--- src/rtl/mem_stage_access_unit.sv ---
// ============================================================================
// Module   : mem_stage_access_unit
// Brief    : MEM-stage data-memory access over req/ready, upstream stall and
//            MEM/WB register drive. Optional abort on timeout: MEM_TIMEOUT_EN.
// Revision : 1.0  initial release
// ============================================================================
`default_nettype none

module mem_stage_access_unit #(
    parameter int ADDR_W         = 8,
    parameter int TIMEOUT_CYCLES = 16
) (
    input  logic              clk,
    input  logic              reset,
    input  logic              RegWrite,
    input  logic              MemtoReg,
    input  logic              MemWrite,
    input  logic              MemRead,
    input  logic [31:0]       ALUresult,
    input  logic [31:0]       writedata,
    input  logic [4:0]        writeReg,
    output logic              stall,
    output logic              mem_req,
    output logic              mem_we,
    output logic [ADDR_W-1:0] mem_addr,
    output logic [31:0]       mem_wdata,
    input  logic              mem_ready,
    input  logic [31:0]       mem_rdata,
    output logic              RegWriteOut,
    output logic              MemtoRegOut,
    output logic [31:0]       readDataOut,
    output logic [31:0]       aluResultOut,
    output logic [4:0]        writeRegOut,
    output logic              mem_error
);

    typedef enum logic [1:0] {
        S_IDLE = 2'd0,
        S_BUSY = 2'd1,
        S_DONE = 2'd2
    } state_t;

    state_t            r_state;
    state_t            w_state_nxt;

    logic              r_mem_req;
    logic              r_mem_we;
    logic [ADDR_W-1:0] r_mem_addr;
    logic [31:0]       r_mem_wdata;
    logic              r_regwrite_l;
    logic              r_memtoreg_l;
    logic [31:0]       r_alu_l;
    logic [4:0]        r_wreg_l;
    logic [31:0]       r_rdata;
    logic              r_wb_regwrite;
    logic              r_wb_memtoreg;
    logic [31:0]       r_wb_rdata;
    logic [31:0]       r_wb_alu;
    logic [4:0]        r_wb_wreg;
    logic              r_mem_error;

    logic              w_op;
    logic              w_ready;
    logic              w_abort;

    assign w_op    = MemRead | MemWrite;
    assign w_ready = r_mem_req & mem_ready;

`ifdef MEM_TIMEOUT_EN
    localparam int                   c_CNT_W   = $clog2(TIMEOUT_CYCLES + 1);
    localparam logic [c_CNT_W-1:0]   c_TO_LAST = c_CNT_W'(TIMEOUT_CYCLES - 1);

    logic [c_CNT_W-1:0] r_cnt;

    assign w_abort = (r_state == S_BUSY) && !w_ready && (r_cnt == c_TO_LAST);

    always_ff @(posedge clk or negedge reset) begin
        if (!reset) begin
            r_cnt <= '0;
        end else if (r_state == S_IDLE && w_op) begin
            r_cnt <= '0;
        end else if (r_state == S_BUSY && !w_ready) begin
            r_cnt <= r_cnt + 1'b1;
        end
    end
`else
    logic w_unused_timeout;
    assign w_unused_timeout = (TIMEOUT_CYCLES != 0);
    assign w_abort          = 1'b0;
`endif

    always_ff @(posedge clk or negedge reset) begin
        if (!reset) begin
            r_state <= S_IDLE;
        end else begin
            r_state <= w_state_nxt;
        end
    end

    always_comb begin
        w_state_nxt = r_state;
        stall       = 1'b0;
        case (r_state)
            S_IDLE: begin
                stall = w_op;
                if (w_op) begin
                    w_state_nxt = S_BUSY;
                end
            end
            S_BUSY: begin
                stall = 1'b1;
                if (w_ready || w_abort) begin
                    w_state_nxt = S_DONE;
                end
            end
            S_DONE: begin
                w_state_nxt = S_IDLE;
            end
            default: begin
                w_state_nxt = S_IDLE;
            end
        endcase
    end

    always_ff @(posedge clk or negedge reset) begin
        if (!reset) begin
            r_mem_req     <= 1'b0;
            r_mem_we      <= 1'b0;
            r_mem_addr    <= '0;
            r_mem_wdata   <= '0;
            r_regwrite_l  <= 1'b0;
            r_memtoreg_l  <= 1'b0;
            r_alu_l       <= '0;
            r_wreg_l      <= '0;
            r_rdata       <= '0;
            r_wb_regwrite <= 1'b0;
            r_wb_memtoreg <= 1'b0;
            r_wb_rdata    <= '0;
            r_wb_alu      <= '0;
            r_wb_wreg     <= '0;
            r_mem_error   <= 1'b0;
        end else begin
            r_mem_error <= w_abort;
            case (r_state)
                S_IDLE: begin
                    if (w_op) begin
                        r_regwrite_l  <= RegWrite;
                        r_memtoreg_l  <= MemtoReg;
                        r_alu_l       <= ALUresult;
                        r_wreg_l      <= writeReg;
                        r_mem_req     <= 1'b1;
                        r_mem_we      <= MemWrite;
                        r_mem_addr    <= ALUresult[ADDR_W-1:0];
                        r_mem_wdata   <= writedata;
                        r_wb_regwrite <= 1'b0;
                        r_wb_memtoreg <= 1'b0;
                        r_wb_rdata    <= '0;
                        r_wb_alu      <= '0;
                        r_wb_wreg     <= '0;
                    end else begin
                        r_wb_regwrite <= RegWrite;
                        r_wb_memtoreg <= MemtoReg;
                        r_wb_rdata    <= '0;
                        r_wb_alu      <= ALUresult;
                        r_wb_wreg     <= writeReg;
                    end
                end
                S_BUSY: begin
                    r_wb_regwrite <= 1'b0;
                    r_wb_memtoreg <= 1'b0;
                    r_wb_rdata    <= '0;
                    r_wb_alu      <= '0;
                    r_wb_wreg     <= '0;
                    if (w_ready) begin
                        r_mem_req <= 1'b0;
                        r_rdata   <= r_mem_we ? 32'd0 : mem_rdata;
                    end else if (w_abort) begin
                        r_mem_req <= 1'b0;
                        r_rdata   <= '0;
                    end
                end
                S_DONE: begin
                    // An aborted access is squashed: no register write-back.
                    r_wb_regwrite <= r_regwrite_l & ~r_mem_error;
                    r_wb_memtoreg <= r_memtoreg_l;
                    r_wb_rdata    <= r_mem_error ? 32'd0 : r_rdata;
                    r_wb_alu      <= r_alu_l;
                    r_wb_wreg     <= r_wreg_l;
                end
                default: begin
                    r_mem_req <= 1'b0;
                end
            endcase
        end
    end

    assign mem_req      = r_mem_req;
    assign mem_we       = r_mem_we;
    assign mem_addr     = r_mem_addr;
    assign mem_wdata    = r_mem_wdata;
    assign RegWriteOut  = r_wb_regwrite;
    assign MemtoRegOut  = r_wb_memtoreg;
    assign readDataOut  = r_wb_rdata;
    assign aluResultOut = r_wb_alu;
    assign writeRegOut  = r_wb_wreg;
    assign mem_error    = r_mem_error;

endmodule

`default_nettype wire
--- config.mk ---
export PLATFORM = sky130hd
export DESIGN_NAME = mem_stage_access_unit
export DESIGN_NICKNAME = d
export VERILOG_FILES = /design/src/rtl/mem_stage_access_unit.sv
export SDC_FILE = /design/constraint.sdc
export NUM_CORES = 1
export LEC_CHECK = 0
export BUFFER_PORTS_ARGS = -buffer_cell sky130_fd_sc_hd__buf_2
export CAP_MARGIN = 20
export CORE_MARGIN = 2
export CORE_UTILIZATION = 50
export DETAILED_ROUTE_END_ITERATION = 7
export PLACE_DENSITY_LB_ADDON = 0.25
export SLEW_MARGIN = 25
export SYNTH_ARGS = -nofsm -noshare
export SYNTH_HDL_FRONTEND = slang
export SYNTH_SLANG_ARGS = --single-unit
--- constraint.sdc ---
create_clock -name clk -period 2.1 [get_ports clk]
set_input_delay 0.105 -clock clk [delete_from_list [all_inputs] [get_ports clk]]
set_output_delay 0.105 -clock clk [all_outputs]
set_load 0.01 [all_outputs]
==> out/metrics.csv, run 1 <==
metric,value,unit
DP HPWL,10.8,mm
initial antenna violation count,1,
RSZ-0062 raised after global routing,no,
skew final,6.24,ps
Post-CTS Setup Inserts,0,
"Min Clock Period, post-route",1960,ps
cell leakage power,4.92,nW
Syn Inst Count,641,
Place WS,244,ps
status,finished clean,
Final setup viols,0,
Worst R2R Start,r_state[0]$_DFFE_PN0P_,
main combinational cell family by area after synthesis,compound AO/OA/AOI/OAI gates,
routability cong.,0.779,
vias in the first global route,6255,
TritonCTS clock tree,yes,
CP cell instances,"inv_1, ha_2, o21ai_4, buf_12, a21oi_1, buf_2",
Post-synth EDFFs,0,
largest net degree at the start of global routing,75,
Synth top area share,60.9,%
synth top area cells,"dfrtp_1, mux2_2, nand2_1",
compound-gate portion of the synthesized area,12.3,%
DR vias,5948,
"Power, Total",14.2,mW
area growth from synthesis to layout,39.8,%
worst hold path class,in -> reg,
DRC viols,0,
R2R depth,5,
sequential area share after synthesis,60.9,%
Synth Register Bits,178,
layout cell share with drive strength beyond 1,35.4,%
simple-gate area share of the yosys netlist,8.60,%
first-pass GRT wire length,30.5,mm
top-level port count,223,
grt ovf,0,
Final nets,1063,
power per cell area,1380,nW/um2
Avg Synthesized Cell Area,11.4,um2
1st-pass router iterations,4,
crit-path max FO,27,
synthesized cell area,7320,um2
Worst-Margin Slew,623,ps
post-synth top area cell,dfrtp_1,
full die area,15600,um2
r2r setup slk,250,ps
Max Cap Viol,0,
Routed Antenna Nets,0,
width of the die,125,um
Final Hold Vio Count,0,
syn_nets,755,
clk sink count,178,
Initial Util,50.7,%
1st-iter DRT viols,339,
routed wire length,18.4,mm
setup ws final,137,ps
crit-path max cell delay,450,ps
Final Slew Violations,0,
FF-to-FF End,aluResultOut[28]$_DFFE_PN0P_,
slew margin rel.,58.5,%
critical setup path kind,reg -> out,
# port buffers,221,
Post-synth top cells,"dfrtp_1, nand2_1, mux2_2, o21ai_0, a21oi_1",
"Buf+Inv Stages, Crit Path",3,
Stages on worst setup path,6,
CP startpoint,r_state[0]$_DFFE_PN0P_,
wire length per cell,16.1,um
crit path to,stall,
CP required,2000,ps
Tcrit/Tclk final,93.5,%
xor/xnor share of the synthesized area,0,%
most numerous cell in the Yosys netlist,dfrtp_1,
critical path startpoint category,flip-flop,
Setup Total Neg Slack,0,ps
Main synth FF type,dfrtp_1,
Die Span Y,125,um
H-tree lvl count,4,
Hold Slack,104,ps
crit end category,output port,
peak supply drop,682,uV
clk_lat worst skew,420,ps
clock-pin slew on the worst setup and hold paths,60,ps
"Arr. time, crit path",1860,ps
"delay-heaviest family, CP",buffers and inverters,
TritonCTS buffer count,17,
synth unique cells,25,
critical path's slowest cell,dfrtp_1,
Post-Route Utilization,70.9,%
f_max,509,MHz
drt via density,5.19,
mux cell area share after synthesis,11.1,%
Post-Synth Adder-Cell Area,1.03,%
Tot GR Track Use,24.2,%
Root Buffer,clkbuf_16,
Yosys Warn Count,0,
CORE AREA,14400,um2
Rows,44,
CTS Buffer Depth,2,
Async SR Flop Fraction,100,%
state kept, by name, indices dropped and copies added, names as in the netlist:
| register | flops |
|---|---|
| aluResultOut | 32 |
| mem_wdata | 32 |
| r_rdata | 32 |
| readDataOut | 32 |
| r_alu_l | 25 |
| mem_addr | 7 |
| r_wreg_l | 5 |
| writeRegOut | 5 |
| r_state | 2 |
| MemtoRegOut | 1 |
| RegWriteOut | 1 |
| mem_req | 1 |
| mem_we | 1 |
| r_memtoreg_l | 1 |
| r_regwrite_l | 1 |
worst min-delay path, stage by stage:
cell and delay (ps):
buf_2 110, nor2b_1 50, nor3_1 130, a21oi_1 90
cell families (layout without fill, tap and decap cells):
kind of cell / count (synthesis) / in the layout
AO/OA/AOI/OAI: 149 / 149
adder cells (fa/ha/maj): 6 / 6
buffers and inverters: 95 / 416
flip-flops: 178 / 178
multiplexers: 72 / 72
other: 1 / 2
AND/OR/NAND/NOR: 140 / 140
stage by stage:
step | std cells | area [um2]
floorplan | 641 | 7320
global placement | 1009 | 8600
detailed placement | 1009 | 8600
CTS | 1146 | 10200
global route | 1147 | 10200
finish | 1147 | 10200
area by class of cell:
cell class | count | area, um2
diodes | 1 | 2.50
clock buffers | 18 | 439
clock inverters | 14 | 139
fillers | 1050 | 4190
inverters | 42 | 158
multi-input cells | 368 | 2450
flip-flops and latches | 178 | 4450
well taps | 184 | 230
repair buffers | 342 | 2360
placed cells by master (no fill, tap or decap), drive strengths merged:
cell	Yosys	final
nor2b	1	1
conb	1	1
diode	0	1
or3b	1	1
nand3	1	1
a21oi	44	44
nand2	99	99
clkbuf	22	18
nand2b	32	32
mux2	72	72
bufinv	0	2
clkinv	0	8
dfrtp	178	178
nor2	2	2
clkinvlp	0	3
dlygate4sd3	0	105
buf	31	237
inv	42	43
a221oi	39	39
nor3	2	2
o21ai	66	66
and2	2	2
ha	6	6
how the worst min path moves through the flow:
stage / slack [ps] / startpoint / endpoint / cells past startpoint
final: 100 / mem_ready / mem_req$_DFFE_PN0P_ / 4
after floorplan: -190 / reset / MemtoRegOut$_DFFE_PN0P_ / 0
after global routing: 170 / mem_ready / mem_req$_DFFE_PN0P_ / 4
after detailed placement: 150 / reset / mem_wdata[29]$_DFFE_PN0P_ / 1
after global placement: 140 / reset / mem_wdata[29]$_DFFE_PN0P_ / 1
after CTS: 80 / mem_ready / mem_req$_DFFE_PN0P_ / 4
timing repair:
item,4_1_cts,5_1_grt
hold endpoints to repair,186,0
resized for setup,0,1
endpoints found under the setup margin,0,1
hold buffers,105,0
power breakdown:
part,internal (mW),total (mW),switching [mW]
logic,2.53,5.31,2.78
clock network,1.78,3.09,1.32
registers,4.94,5.76,0.818
per-layer routing:
layer | routed length [um] | GRT usage [%]
met1 | 7440 | 29.3
met2 | 9460 | 42.1
met3 | 1060 | 5.56
met4 | 483 | 9.67
met5 | 0 | 0
Power figures use the tool's default switching activity.
==> inputs of run 2 (changes only) <==
--- a/config.mk
+++ b/config.mk
@@ -5,11 +5,11 @@
 export SDC_FILE = /design/constraint.sdc
 export NUM_CORES = 1
 export LEC_CHECK = 0
-export BUFFER_PORTS_ARGS = -buffer_cell sky130_fd_sc_hd__buf_2
 export CAP_MARGIN = 20
 export CORE_MARGIN = 2
 export CORE_UTILIZATION = 50
 export DETAILED_ROUTE_END_ITERATION = 7
+export DONT_BUFFER_PORTS = 1
 export PLACE_DENSITY_LB_ADDON = 0.25
 export SLEW_MARGIN = 25
 export SYNTH_ARGS = -nofsm -noshare
==> out/metrics.csv, run 2 (same netlist as run 1, synthesis figures left out) <==
metric,value,unit,change
routed wire length,16.5,mm,was 18.4 mm
Final Slew Violations,0,,unchanged
DR vias,5071,,was 5948
CP required,2000,ps,about the same
critical path startpoint category,flip-flop,,unchanged
CP cell instances,"inv_1, ha_1, o21ai_4, buf_12, a21oi_4",,"was inv_1, ha_2, o21ai_4, buf_12, a21oi_1, buf_2"
f_max,521,MHz,was 509 MHz
"commonest non-fill, non-tap cell in the layout",dfrtp_1,,was buf_2
"delay-heaviest family, CP",flip-flops,,was buffers and inverters
most frequent cells in the layout,"dfrtp_1, dlygate4sd3_1, nand2_1, mux2_2, o21ai_0",,"was buf_2, dfrtp_1, dlygate4sd3_1, nand2_1, mux2_2"
"Arr. time, crit path",1820,ps,was 1860 ps
clock-pin slew on the worst setup and hold paths,60,ps,about the same
setup ws final,180,ps,was 137 ps
wire length per cell,17.8,um,was 16.1 um
Setup Total Neg Slack,0,ps,unchanged
CTS Buffer Depth,2,,unchanged
# port buffers,0,,was 221
cell leakage power,3.93,nW,was 4.92 nW
Root Buffer,clkbuf_16,,unchanged
Initial Util,50.7,%,unchanged
clk sink count,178,,unchanged
Die Span Y,125,um,unchanged
Final nets,841,,was 1063
area growth from synthesis to layout,24.0,%,was 39.8%
first-pass GRT wire length,27.0,mm,was 30.5 mm
top-level port count,223,,unchanged
initial antenna violation count,0,,was 1
DRC viols,0,,unchanged
crit end category,output port,,unchanged
TritonCTS buffer count,17,,unchanged
clk_lat worst skew,420,ps,about the same
layout cell share with drive strength beyond 1,15.4,%,was 35.4%
Post-Route Utilization,62.9,%,was 70.9%
skew final,8.15,ps,was 6.24 ps
"Min Clock Period, post-route",1920,ps,was 1960 ps
grt ovf,0,,unchanged
fill cell count,1077,,was 1050
Final Instance Count excl. Fillers,924,,was 1147
"Hold-fix buffers, CTS",106,,was 105
Place WS,188,ps,was 244 ps
Routed Antenna Nets,0,,unchanged
"Buf+Inv Stages, Crit Path",2,,was 3
critical setup path kind,reg -> out,,unchanged
worst hold path class,in -> async,,was in -> reg
full die area,15600,um2,unchanged
width of the die,125,um,unchanged
Hold Slack,-614,ps,was 104 ps
status,finished with violations,,was finished clean
H-tree lvl count,4,,unchanged
vias in the first global route,5332,,was 6255
Tot GR Track Use,21.5,%,was 24.2%
TritonCTS clock tree,yes,,unchanged
peak supply drop,540,uV,was 682 uV
Final Hold Vio Count,178,,was 0
Max Cap Viol,0,,unchanged
crit-path max FO,33,,was 27
"Power, Total",13.2,mW,was 14.2 mW
1st-pass router iterations,4,,unchanged
RSZ-0062 raised after global routing,no,,unchanged
1st-iter DRT viols,297,,was 339
Final setup viols,0,,unchanged
power per cell area,1460,nW/um2,was 1380 nW/um2
DP HPWL,9.90,mm,was 10.8 mm
Inst Count DP,784,,was 1009
CORE AREA,14400,um2,unchanged
Tcrit/Tclk final,91.4,%,was 93.5%
critical path's slowest cell,dfrtp_1,,unchanged
Rows,44,,unchanged
largest net degree at the start of global routing,179,,was 75
crit-path max cell delay,450,ps,about the same
failing checks,hold timing,,
Antenna Cells,0,,was 1
drt via density,5.49,,was 5.19
routability cong.,0.773,,was 0.779
## run 2: cell types whose count changed in the layout (fill, tap and decap cells not counted), moves of 2 or more
cell,change
buf_12,-2
buf_2,-220
clkinvlp_4,-2
clkbuf_1,+4
clkinv_2,-3
clkbuf_8,+2
## run 2: stage by stage
| step | hold slack (ps) | area (um2) |
|---|---|---|
| CTS | -639 | 9060 |
| global placement | -186 | 7430 |
| floorplan | -191 | 7320 |
| global route | -640 | 9080 |
| finish | -614 | 9080 |
| detailed placement | -186 | 7430 |
## run 2: worst paths after layout
| path | cells past startpoint | start | slack [ps] | end |
|---|---|---|---|---|
| hold reg to reg | 2 | r_rdata[15]$_DFFE_PN0P_ | 480 | r_rdata[15]$_DFFE_PN0P_ |
| setup reg to reg | 6 | r_state[0]$_DFFE_PN0P_ | 190 | aluResultOut[6]$_DFFE_PN0P_ |
| min in group clk | 4 | MemRead | 90 | mem_we$_DFFE_PN0P_ |
| hold / removal | 0 | reset | -610 | mem_wdata[26]$_DFFE_PN0P_ |
| setup / recovery | 5 | r_state[0]$_DFFE_PN0P_ | 180 | stall |
| max in group asynchronous | 0 | reset | 2540 | mem_wdata[25]$_DFFE_PN0P_ |
## run 2: layout make-up
class | count | area (um2) | area share (%)
Clock buffer | 24 | 482 | 5.31
Clock inverter | 8 | 78.8 | 0.868
Inverter | 42 | 158 | 1.74
Multi-Input combinational cell | 368 | 2460 | 27.1
Sequential cell | 178 | 4450 | 49.1
Tap cell | 184 | 230 | 2.54
Timing Repair Buffer | 120 | 1220 | 13.4
## run 2: worst reg2reg max path, delay by kind of cell (launching register included)
family          cells  cell delay, ps
simple gates        1             210
flops               1             460
compound gates      2             370
fa+ha+maj           1             360
buf+inv             2             420
## run 2: layer usage
layer	share of wire, %	up-vias	track usage, %	wire (um)
li1	-	2351	-	-
met1	39	2491	24.8	6410
met2	50	195	36.1	8310
met3	8.0	34	7.96	1320
met4	2.7	0	9.48	448
met5	0	-	0	0
## run 2: report_power, final
| part | switching, mW | internal, mW |
|---|---|---|
| Sequential | 1.42 | 4.95 |
| Combinational | 1.93 | 1.94 |
| Clock | 1.25 | 1.73 |
## run 2: timing repair
| item | CTS | global route |
|---|---|---|
| setup endpoints to repair | 1 | 1 |
| resized for setup | 2 | 0 |
| pin swaps | 0 | 0 |
| buffers inserted | 0 | 2 |
| hold endpoints to repair | 323 | 178 |
